[config.mk]
export PLATFORM = sky130hd
export DESIGN_NAME = alu_mdu
export DESIGN_NICKNAME = d
export VERILOG_FILES = /design/src/rtl/alu_pkg.sv /design/src/rtl/alu_mdu_muldiv_iter.sv /design/src/rtl/alu_mdu.sv
export SDC_FILE = /design/constraint.sdc
export NUM_CORES = 1
export LEC_CHECK = 0
export CAP_MARGIN = 20
export CELL_PAD_IN_SITES_DETAIL_PLACEMENT = 1
export CELL_PAD_IN_SITES_GLOBAL_PLACEMENT = 2
export CORE_MARGIN = 1
export CORE_UTILIZATION = 37
export CTS_BUF_LIST = sky130_fd_sc_hd__clkbuf_4 sky130_fd_sc_hd__clkbuf_8 sky130_fd_sc_hd__clkbuf_16
export CTS_CLUSTER_SIZE = 14
export DETAILED_ROUTE_END_ITERATION = 8
export GPL_TIMING_DRIVEN = 0
export PLACE_DENSITY = 0.88
export SLEW_MARGIN = 20
export SYNTH_ARGS = -nofsm -noshare
export SYNTH_HDL_FRONTEND = slang
export SYNTH_SLANG_ARGS = --single-unit
[constraint.sdc]
create_clock -name clk -period 12.25 [get_ports clk]
set_input_delay 3.675 -clock clk [delete_from_list [all_inputs] [get_ports clk]]
set_output_delay 3.675 -clock clk [all_outputs]
set_load 0.05 [all_outputs]
[src/rtl/alu_pkg.sv]
// Shared definitions for the execute-stage ALU with RV32M/RV64M multiply/divide.
// Op codes, default width and op-classification helpers.
package alu_pkg;

  localparam int unsigned XLEN_DEFAULT = 32;
  localparam int unsigned OPW          = 5;

  typedef enum logic [OPW-1:0] {
    OP_ADD    = 5'd0,
    OP_SUB    = 5'd1,
    OP_SLT    = 5'd2,
    OP_SLTU   = 5'd3,
    OP_GE     = 5'd4,
    OP_GEU    = 5'd5,
    OP_AND    = 5'd6,
    OP_OR     = 5'd7,
    OP_XOR    = 5'd8,
    OP_SLL    = 5'd9,
    OP_SRL    = 5'd10,
    OP_SRA    = 5'd11,
    OP_MUL    = 5'd16,
    OP_MULH   = 5'd17,
    OP_MULHSU = 5'd18,
    OP_MULHU  = 5'd19,
    OP_DIV    = 5'd20,
    OP_DIVU   = 5'd21,
    OP_REM    = 5'd22,
    OP_REMU   = 5'd23
  } op_e;

  // Which half / which quotient-remainder word the iterative unit returns
  typedef enum logic [1:0] {
    MD_MUL_LO,
    MD_MUL_HI,
    MD_DIV_Q,
    MD_DIV_R
  } md_mode_e;

  function automatic logic is_mdu_op(op_e op);
    return op inside {OP_MUL, OP_MULH, OP_MULHSU, OP_MULHU,
                      OP_DIV, OP_DIVU, OP_REM, OP_REMU};
  endfunction

  function automatic logic is_signed_src1(op_e op);
    return op inside {OP_MUL, OP_MULH, OP_MULHSU, OP_DIV, OP_REM};
  endfunction

  // MULHSU treats src2 as unsigned
  function automatic logic is_signed_src2(op_e op);
    return op inside {OP_MUL, OP_MULH, OP_DIV, OP_REM};
  endfunction

  function automatic md_mode_e md_mode(op_e op);
    md_mode_e m;
    case (op)
      OP_MUL:                        m = MD_MUL_LO;
      OP_MULH, OP_MULHSU, OP_MULHU:  m = MD_MUL_HI;
      OP_DIV, OP_DIVU:               m = MD_DIV_Q;
      default:                       m = MD_DIV_R;
    endcase
    return m;
  endfunction

endpackage

[src/rtl/alu_mdu_muldiv_iter.sv]
// Iterative radix-2 multiply (shift-add) / restoring divide on operand magnitudes.
// One step per cycle while step_i; final step and sign fixup are presented combinationally with done_c_o.
module muldiv_iter
  import alu_pkg::*;
#(
  parameter int unsigned XLEN = XLEN_DEFAULT
) (
  input  logic            clk,
  input  logic            rst,
  input  logic            start_i,
  input  logic            step_i,
  input  md_mode_e        mode_i,
  input  logic [XLEN-1:0] a_i,
  input  logic [XLEN-1:0] b_i,
  input  logic            neg_a_i,
  input  logic            neg_b_i,
  output logic            done_c_o,
  output logic [XLEN-1:0] res_c_o
);

  localparam int unsigned SHW = $clog2(XLEN);
  localparam int unsigned AW  = 2 * XLEN;

  logic [AW-1:0]   acc_q, acc_step;
  logic [XLEN-1:0] b_q;
  logic [SHW-1:0]  cnt_q;
  md_mode_e        mode_q;
  logic            neg_a_q, neg_b_q;

  logic            is_div;
  logic [XLEN:0]   mul_sum;
  logic [XLEN:0]   div_sh, div_diff;
  logic            div_ge;
  logic [AW-1:0]   prod;
  logic [XLEN-1:0] quo, rem;

  // Multiply: acc = {hi, multiplier}; divide: acc = {remainder, dividend/quotient}
  always_comb begin
    is_div   = (mode_q == MD_DIV_Q) || (mode_q == MD_DIV_R);
    mul_sum  = {1'b0, acc_q[AW-1:XLEN]} + (acc_q[0] ? {1'b0, b_q} : '0);
    div_sh   = {acc_q[AW-1:XLEN], acc_q[XLEN-1]};
    div_diff = div_sh - {1'b0, b_q};
    div_ge   = (div_sh >= {1'b0, b_q});
    if (is_div) begin
      acc_step = {(div_ge ? div_diff[XLEN-1:0] : div_sh[XLEN-1:0]),
                  acc_q[XLEN-2:0], div_ge};
    end else begin
      acc_step = {mul_sum, acc_q[XLEN-1:1]};
    end
  end

  always_comb begin
    prod = (neg_a_q ^ neg_b_q) ? -acc_step : acc_step;
    quo  = (neg_a_q ^ neg_b_q) ? -acc_step[XLEN-1:0] : acc_step[XLEN-1:0];
    rem  = neg_a_q ? -acc_step[AW-1:XLEN] : acc_step[AW-1:XLEN];
    case (mode_q)
      MD_MUL_LO: res_c_o = prod[XLEN-1:0];
      MD_MUL_HI: res_c_o = prod[AW-1:XLEN];
      MD_DIV_Q:  res_c_o = quo;
      default:   res_c_o = rem;
    endcase
  end

  assign done_c_o = step_i && (cnt_q == '0);

  always_ff @(posedge clk or posedge rst) begin
    if (rst) begin
      acc_q   <= '0;
      b_q     <= '0;
      cnt_q   <= '0;
      mode_q  <= MD_MUL_LO;
      neg_a_q <= 1'b0;
      neg_b_q <= 1'b0;
    end else if (start_i) begin
      acc_q   <= {{XLEN{1'b0}}, a_i};
      b_q     <= b_i;
      cnt_q   <= SHW'(XLEN - 1);
      mode_q  <= mode_i;
      neg_a_q <= neg_a_i;
      neg_b_q <= neg_b_i;
    end else if (step_i) begin
      acc_q <= acc_step;
      if (cnt_q != '0) cnt_q <= cnt_q - 1'b1;
    end
  end

endmodule

[src/rtl/alu_mdu.sv]
// EX-stage ALU with handshaked iterative multiply/divide.
// Base ops and M-op special cases complete in one cycle; other M ops iterate XLEN cycles.
module alu_mdu
  import alu_pkg::*;
#(
  parameter int unsigned XLEN = XLEN_DEFAULT
) (
  input  logic            clk,
  input  logic            rst,
  input  logic            in_valid,
  output logic            in_ready,
  input  logic [OPW-1:0]  op,
  input  logic [XLEN-1:0] src1,
  input  logic [XLEN-1:0] src2,
  output logic            out_valid,
  input  logic            out_ready,
  output logic [XLEN-1:0] result,
  output logic            zero,
  output logic            busy
);

  localparam int unsigned SHW = $clog2(XLEN);
  localparam logic [XLEN-1:0] MOST_NEG = {1'b1, {(XLEN-1){1'b0}}};

  typedef enum logic [1:0] {S_IDLE, S_ITER, S_HOLD} state_e;

  state_e          state_q, state_d;
  logic [XLEN-1:0] result_q, result_d;
  logic            zero_q, out_valid_q, busy_q;

  op_e             op_w;
  logic [SHW-1:0]  shamt;
  logic [XLEN-1:0] base_res, quick_res;
  logic            div_zero, signed_ovf, go_iter;
  logic            neg1, neg2;
  logic [XLEN-1:0] mag1, mag2;
  logic            md_start, md_done;
  logic [XLEN-1:0] md_res;

  assign op_w  = op_e'(op);
  assign shamt = src2[SHW-1:0];

  // Single-cycle base unit; unlisted codes give 0
  always_comb begin
    base_res = '0;
    case (op_w)
      OP_ADD:  base_res = src1 + src2;
      OP_SUB:  base_res = src1 - src2;
      OP_SLT:  base_res = XLEN'($signed(src1) < $signed(src2));
      OP_SLTU: base_res = XLEN'(src1 < src2);
      OP_GE:   base_res = XLEN'($signed(src1) >= $signed(src2));
      OP_GEU:  base_res = XLEN'(src1 >= src2);
      OP_AND:  base_res = src1 & src2;
      OP_OR:   base_res = src1 | src2;
      OP_XOR:  base_res = src1 ^ src2;
      OP_SLL:  base_res = src1 << shamt;
      OP_SRL:  base_res = src1 >> shamt;
      OP_SRA:  base_res = $signed(src1) >>> shamt;
      default: base_res = '0;
    endcase
  end

  // M-op special cases resolved at accept without iterating
  always_comb begin
    div_zero   = (op_w inside {OP_DIV, OP_DIVU, OP_REM, OP_REMU}) && (src2 == '0);
    signed_ovf = (op_w inside {OP_DIV, OP_REM}) && (src1 == MOST_NEG) && (src2 == '1);
    if (div_zero) begin
      quick_res = (op_w inside {OP_DIV, OP_DIVU}) ? '1 : src1;
    end else if (signed_ovf) begin
      quick_res = (op_w == OP_DIV) ? MOST_NEG : '0;
    end else begin
      quick_res = base_res;
    end
    go_iter = is_mdu_op(op_w) && !div_zero && !signed_ovf;
    neg1    = is_signed_src1(op_w) && src1[XLEN-1];
    neg2    = is_signed_src2(op_w) && src2[XLEN-1];
    mag1    = neg1 ? -src1 : src1;
    mag2    = neg2 ? -src2 : src2;
  end

  always_comb begin
    state_d  = state_q;
    result_d = result_q;
    md_start = 1'b0;
    in_ready = 1'b0;
    case (state_q)
      S_IDLE: in_ready = 1'b1;
      S_ITER: begin
        if (md_done) begin
          result_d = md_res;
          state_d  = S_HOLD;
        end
      end
      S_HOLD: begin
        in_ready = out_ready;
        if (out_ready && !in_valid) state_d = S_IDLE;
      end
      default: state_d = S_IDLE;
    endcase
    if (rst) in_ready = 1'b0;
    if (in_valid && in_ready) begin
      if (go_iter) begin
        md_start = 1'b1;
        state_d  = S_ITER;
      end else begin
        result_d = quick_res;
        state_d  = S_HOLD;
      end
    end
  end

  always_ff @(posedge clk or posedge rst) begin
    if (rst) begin
      state_q     <= S_IDLE;
      result_q    <= '0;
      zero_q      <= 1'b1;
      out_valid_q <= 1'b0;
      busy_q      <= 1'b0;
    end else begin
      state_q     <= state_d;
      result_q    <= result_d;
      zero_q      <= (result_d == '0);
      out_valid_q <= (state_d == S_HOLD);
      busy_q      <= (state_d == S_ITER);
    end
  end

  assign out_valid = out_valid_q;
  assign result    = result_q;
  assign zero      = zero_q;
  assign busy      = busy_q;

  muldiv_iter #(.XLEN(XLEN)) u_muldiv (
    .clk      (clk),
    .rst      (rst),
    .start_i  (md_start),
    .step_i   (state_q == S_ITER),
    .mode_i   (md_mode(op_w)),
    .a_i      (mag1),
    .b_i      (mag2),
    .neg_a_i  (neg1),
    .neg_b_i  (neg2),
    .done_c_o (md_done),
    .res_c_o  (md_res)
  );

endmodule

==> impl_metrics.toml, run 1 <==
[logic_synthesis]
synthFlopType = "dfrtp_1"
async_flop_share = 1.000
ys_warn_count = 0
synth.avg_cell_area_um2 = 7.246
synth_area_leader_cell = "dfrtp_1"
ys_ff_latch = 142
synth-seq-area-share = 0.1486
syn_nets = 3546
synth_top_area_share = 0.1475
syn_area_um2 = 23920
synthCells = 3301
netlist_top_cells_area = "dfrtp_1, ha_1, o21ai_0"
synth_edf_count = 0
synth.distinct_cells = 107

[timing]
hold_viol = 0
drv_slew = 0
clock_skew_ps = 11.19
rsz0062_at_grt = "false"
setup_viol_count_final = 1
tightest_slew_ps = 1272
fin_hold_ws_ps = 536.7
fmax_mhz = 80.46
slew_headroom = 0.1522
finalCriticalPeriod_ps = 12430
layout_setup_ws_ps = -178.9
final.period_utilization = 1.015

[floorplanning]
pin_count = 109
core_area_um2 = 63430
initial_core_util = 0.3771
die_w_um = 256.3
dieArea_um2 = 65670
die_h_um = 256.3
std_cell_rows = 92

[routing]
first_iter_violations = 3310
drc_errors = 0
avgRoutedWirePerCell_um = 36.26
firstDrtPassIters = 9
wl_um = 155600
detail-route-antenna-nets = 0
via_count = 29900
viasPerCell = 6.969

[job]
max_cap_viol_count = 0

[placed_design]
port_buffers = 107
dp_hpwl_um = 127800
place_congestion = 1.047
placed_cells = 4257

[final_layout]
syn_to_final_growth_pct = 11.84
layout.cells.non_filler = 4291
nFillCells = 7961
final_common_cell = "nor2_1"
finish.net_count = 3675
final_cell_mix = "nor2_1, o21ai_0, nand2_1"
drive_above_1_share = 0.05896

[setup_path]
crit_top_cell = "clkbuf_1"
r2r_setup_slack_ps = 2210
crit_fanout = 10
crit_type = "input port to flop"
crit_chain = "clkdlybuf4s50_1 > buf_2 > clkbuf_1 > buf_2 > clkbuf_1 > inv_1 > ha_1 > nor4b_4 > nand4b_1 > o211a_1 > nand2b_1 > clkbuf_1 > clkbuf_1 > a21oi_1 > a31oi_1 > o21ai_0 > nor4_1 > nand4b_1 > nor4_1 > nand4b_1 > nor4_2"
cp.arrival_ps = 12790
critPathCaptureType = "flop"
cp_slowest_stage_delay_ps = 800
slowest_stage = "clkbuf_1"
critPathRequiredTime_ps = 12620
startpoint_type = "input port"

[status]
violations = "setup timing"
outcome = "finished with violations"

[cts]
cts.repair.resized = 4
cts_buffers = 17
postCtsSetupBuffers = 0
clk_path_buf_depth = 2
clk_pin_slew_ps = 70
ctsHtreeMaxLevel = 4
cts_tree = "yes"
insertion_delay_ps = 470
cts_sinks = 142
cts_hold_buf = 0
cts_root_buf = "clkbuf_16"

[power_and_ir_drop]
vdd_drop_max_v = 0.0001196
p_per_area_nw_per_um2 = 229.6
p_leak_nw = 10.64

[grt]
grt_usage = 0.4607
grt_pass1_wl_um = 220200
grt_pass1_vias = 30460
antenna_found_initial = 3
grt_overflow_total = 0
grt_max_degree = 97

[hold_path]
min_path_type = "flop to flop"
through the flow:
| stage | total power, W | util | setup TNS, ps | instance area (µm²) | setup slack (ps) |
|---|---|---|---|---|---|
| floorplan | 0.003742 | - | 0 | 23920 | 3623 |
| global placement | 0.005222 | 0.4107 | -1377 | 26050 | -1194 |
| detailed placement | 0.005352 | 0.4118 | -1485 | 26120 | -1207 |
| CTS | 0.005942 | 0.4215 | 0 | 26740 | 194.8 |
| global route | 0.006374 | 0.4217 | 0 | 26750 | 27.78 |
| finish | 0.006143 | 0.4218 | -178.9 | 26750 | -178.9 |
flip-flops by register name (all words and copies together), names as in the netlist:
signal            count
u_muldiv.acc_q       64
result               32
u_muldiv.b_q         32
u_muldiv.cnt_q        5
state_q               2
u_muldiv.mode_q       2
busy                  1
out_valid             1
u_muldiv.neg_a_q      1
u_muldiv.neg_b_q      1
zero                  1
worst max-delay path, delay by kind of cell:
family / cells / cell delay [ps]
adders and majority gates: 1 / 400
AOI/OAI and AO/OA: 4 / 1000
buffers and inverters: 8 / 5000
and+or+nand+nor: 8 / 2660
routing by layer:
layer  GRT usage  routed length, µm  vias up
li1            -                  -    12580
met1      0.4980              54830    14820
met2      0.7707              72010     1803
met3     0.06712              11260      705
met4      0.4416              17490        0
met5           0                  0        -
report_power, final:
part / switching (W) / total (W) / internal (W)
Clock: 0.000258 / 0.000571 / 0.000314
Sequential: 0.000263 / 0.000907 / 0.000644
Combinational: 0.00320 / 0.00467 / 0.00146
layout make-up:
| class | instances | area, µm² | area share |
|---|---|---|---|
| diodes | 2 | 5.005 | 0.0001871 |
| plain buffers | 250 | 1003 | 0.03751 |
| clock buffers | 18 | 439.2 | 0.01642 |
| clock inverters | 14 | 170.2 | 0.006361 |
| inverters | 168 | 639.4 | 0.02390 |
| multi-input cells | 2741 | 18770 | 0.7017 |
| flip-flops and latches | 142 | 3555 | 0.1329 |
| well taps | 846 | 1059 | 0.03957 |
| repair buffers | 110 | 1111 | 0.04153 |
cell families (layout without fill, tap and decap cells):
logic type	Yosys count	in the layout	synth area share
simple gates	1112	1112	0.2275
buf+inv	418	560	0.06816
other cells	0	2	0
fa+ha+maj	172	172	0.09122
xor+xnor	163	163	0.05968
flops	142	142	0.1486
mux	158	158	0.08803
compound gates	1136	1136	0.3168
synthesized netlist by cell type (13+ instances only):
cell	count
a211o_1	17
a211oi_1	50
a21o_1	43
a21oi_1	246
a221o_1	16
a221oi_1	35
a22oi_1	23
a31oi_1	49
a41oi_1	17
and2_1	53
and3_1	24
buf_1	33
buf_2	24
clkbuf_1	186
dfrtp_1	141
ha_1	168
inv_1	164
mux2_2	19
mux2i_1	99
mux4_2	40
nand2_1	289
nand2b_1	21
nand3_1	92
nand4_1	48
nor2_1	330
nor2b_1	27
nor3_1	60
nor4_1	35
o2111ai_1	13
o211a_1	14
o211ai_1	53
o21a_1	27
o21ai_0	296
o21bai_1	18
o221ai_1	35
o22ai_1	25
o31ai_1	30
or2_2	22
or3_1	34
or4_1	22
xnor2_1	123
xor2_1	40
path summary, 6_finish.rpt:
path,start,cells past startpoint,end
hold reg to reg,u_muldiv.b_q[0]$_DFFE_PP0P_,2,u_muldiv.b_q[0]$_DFFE_PP0P_
max in group asynchronous,rst,3,u_muldiv.acc_q[35]$_DFFE_PP0P_
min in group asynchronous,rst,2,result[25]$_DFF_PP0_
hold / removal,u_muldiv.b_q[0]$_DFFE_PP0P_,2,u_muldiv.b_q[0]$_DFFE_PP0P_
setup / recovery,src2[0],21,zero$_DFF_PP1_
setup reg to reg,u_muldiv.b_q[3]$_DFFE_PP0P_,26,zero$_DFF_PP1_
(Power assumes the default switching activity.)
==> inputs of run 2 (changes only) <==
--- a/config.mk
+++ b/config.mk
@@ -18,4 +18,5 @@
 export SLEW_MARGIN = 20
 export SYNTH_ARGS = -nofsm -noshare
 export SYNTH_HDL_FRONTEND = slang
+export SYNTH_HIERARCHICAL = 1
 export SYNTH_SLANG_ARGS = --single-unit
==> impl_metrics.toml, run 2 <==
[logic_synthesis]
netlist_top_cells_area = "dfrtp_1, ha_1, nand2_1"
synth_edf_count = 0
synthCells = 3503
synth_top_cells_by_count = "nand2_1, nor2_1, a21oi_1, o21ai_0, clkbuf_1"
synth.avg_cell_area_um2 = 7.199
synth_most_common_cell = "nand2_1"
synth_top_area_share = 0.1399
syn_area_um2 = 25220
syn_nets = 3748
ys_warn_count = 6
async_flop_share = 1.000
ys_ff_latch = 142
synth-seq-area-share = 0.1410
synth_area_leader_cell = "dfrtp_1"
synth.distinct_cells = 111
synthFlopType = "dfrtp_1"

[timing]
layout_setup_ws_ps = 143.0
rsz0062_at_grt = "false"
fmax_mhz = 82.60
final.period_utilization = 0.9883
clock_skew_ps = 22.81
setup_viol_count_final = 0
final.setup.tns_ps = 0
drv_slew = 0
hold_viol = 0
slew_headroom = 0.1353
finalCriticalPeriod_ps = 12110
tightest_slew_ps = 1297

[cts]
cts.repair.resized = 0
cts_root_buf = "clkbuf_16"
ctsHtreeMaxLevel = 4
insertion_delay_ps = 500
clk_pin_slew_ps = 80
cts_tree = "yes"
cts_hold_buf = 0
cts_buffers = 17
clk_path_buf_depth = 2
postCtsSetupBuffers = 0
cts_sinks = 142

[routing]
drc_errors = 0
viasPerCell = 7.220
firstDrtPassIters = 8
via_count = 32660
wl_um = 173200
first_iter_violations = 5451
detail-route-antenna-nets = 0
avgRoutedWirePerCell_um = 38.27

[power_and_ir_drop]
power.total_w = 0.006699
p_comb_frac = 0.788
p_leak_nw = 11.04
p_per_area_nw_per_um2 = 238.0
p_sw_frac = 0.6308
p_switching_w = 0.004226
pwr-share-clk = 0.085
pwr-share-seq = 0.127
vdd_drop_max_v = 0.0001675
intPower_w = 0.002473

[floorplanning]
die_h_um = 263.1
core_area_um2 = 67280
std_cell_rows = 95
die_w_um = 263.1
dieArea_um2 = 69210
pin_count = 109
initial_core_util = 0.3749

[hold_path]
min_path_type = "flop to flop"
min_from = "u_muldiv/cnt_q[1]$_DFFE_PP0P_"

[final_layout]
seq_area_um2 = 3555
nFillCells = 8555
final_cell_mix = "nand2_1, nor2_1, a21oi_1"
largest_reg_flops = 64
finish.net_count = 3880
drive_above_1_share = 0.06223
final_common_cell = "nand2_1"
largest-register = "u_muldiv/acc_q"
syn_to_final_growth_pct = 11.63
multiInputGateArea_um2 = 20070

[setup_path]
critPathCaptureType = "flop"
crit_start = "src2[3]"
crit_fanout = 11
crit_chain = "clkdlybuf4s50_1 > clkinv_1 > clkbuf_1 > buf_1 > clkbuf_1 > clkbuf_1 > ha_1 > clkbuf_1 > nor3_1 > nand2_1 > a21o_1 > a2111oi_0 > or2_2 > mux2i_1 > a41oi_1 > or4_1 > a2111oi_0 > nand4b_1 > nor2_1"
cp.arrival_ps = 12530
crit_top_cell = "clkbuf_1"
critPathBufInv = 7
path_delay_family = "buffers and inverters"
slowest_stage = "a2111oi_0"
reg2reg_from = "u_muldiv/mode_q[1]$_DFFE_PP0P_"
critPathRequiredTime_ps = 12670
startpoint_type = "input port"
cp_slowest_stage_delay_ps = 940
crit_type = "input port to flop"

[job]
max_cap_viol_count = 0

[placed_design]
port_buffers = 106
place_congestion = 1.087
dp_hpwl_um = 142300
pre_cts_slack_ps = 194.4

[grt]
grt_usage = 0.4848
grt_overflow_total = 0
grt_pass1_vias = 30390
grt_pass1_wl_um = 239200
grt_max_degree = 75
antenna_found_initial = 13

[status]
outcome = "finished clean"
==> run 2: metal layers <==
layer | wire (µm) | global-route usage
met1 | 73770 | 0.6942
met2 | 64770 | 0.6341
met3 | 26920 | 0.1977
met4 | 7444 | 0.1792
met5 | 244 | 0
==> run 2: logic make-up (layout without fill, tap and decap cells) <==
| family | count (synthesis) | after routing | synth area share |
|---|---|---|---|
| adders and majority gates | 172 | 172 | 0.08653 |
| and+or+nand+nor | 1315 | 1315 | 0.2545 |
| DFF | 142 | 142 | 0.1410 |
| AOI/OAI and AO/OA | 1075 | 1075 | 0.2893 |
| buffers and inverters | 437 | 582 | 0.06747 |
| xor gates and xnor gates | 173 | 173 | 0.06008 |
| other | 0 | 3 | 0 |
| muxes | 189 | 189 | 0.1012 |
==> run 2: cell type report <==
cell class / instances / area share
antenna: 3 / 0.0002667
buffer: 262 / 0.03711
clock buffer: 17 / 0.01511
clock inverter: 15 / 0.005956
inverter: 175 / 0.02351
multi-input combinational: 2924 / 0.7130
sequential: 142 / 0.1263
tap: 873 / 0.03880
timing repair buffer: 113 / 0.04000
==> run 2: through the flow <==
| stage | util | cell area [µm²] | instances | hold slack, ps |
|---|---|---|---|---|
| 4_1_cts | 0.4179 | 28120 | 4520 | 542.3 |
| 3_3_place_gp | 0.4069 | 27370 | 4482 | 500.0 |
| 2_1_floorplan | - | 25220 | 3503 | 482.4 |
| 5_1_grt | 0.4183 | 28140 | 4521 | 558.8 |
| 3_5_place_dp | 0.4091 | 27530 | 4488 | 523.1 |
| 6_report | 0.4184 | 28150 | 4524 | 543.8 |
==> run 2: path summary, 6_finish.rpt <==
check / endpoint / slack, ps / depth (start not counted)
max: zero$_DFF_PP1_ / 140 / 19
min: u_muldiv/cnt_q[1]$_DFFE_PP0P_ / 540 / 1
max reg2reg: zero$_DFF_PP1_ / 2530 / 20
min reg2reg: u_muldiv/cnt_q[1]$_DFFE_PP0P_ / 540 / 1
max in group asynchronous: u_muldiv/b_q[1]$_DFFE_PP0P_ / 7730 / 3
min in group asynchronous: u_muldiv/acc_q[51]$_DFFE_PP0P_ / 3720 / 2
==> run 2: power groups by stage <==
stage	clock (W)	combinational, W	sequential [W]
floorplan	0	0.00291	0.000882
global placement	0	0.00486	0.000840
detailed placement	0	0.00492	0.000848
CTS	0.000578	0.00494	0.000842
global route	0.000587	0.00540	0.000868
finish	0.000570	0.00528	0.000854
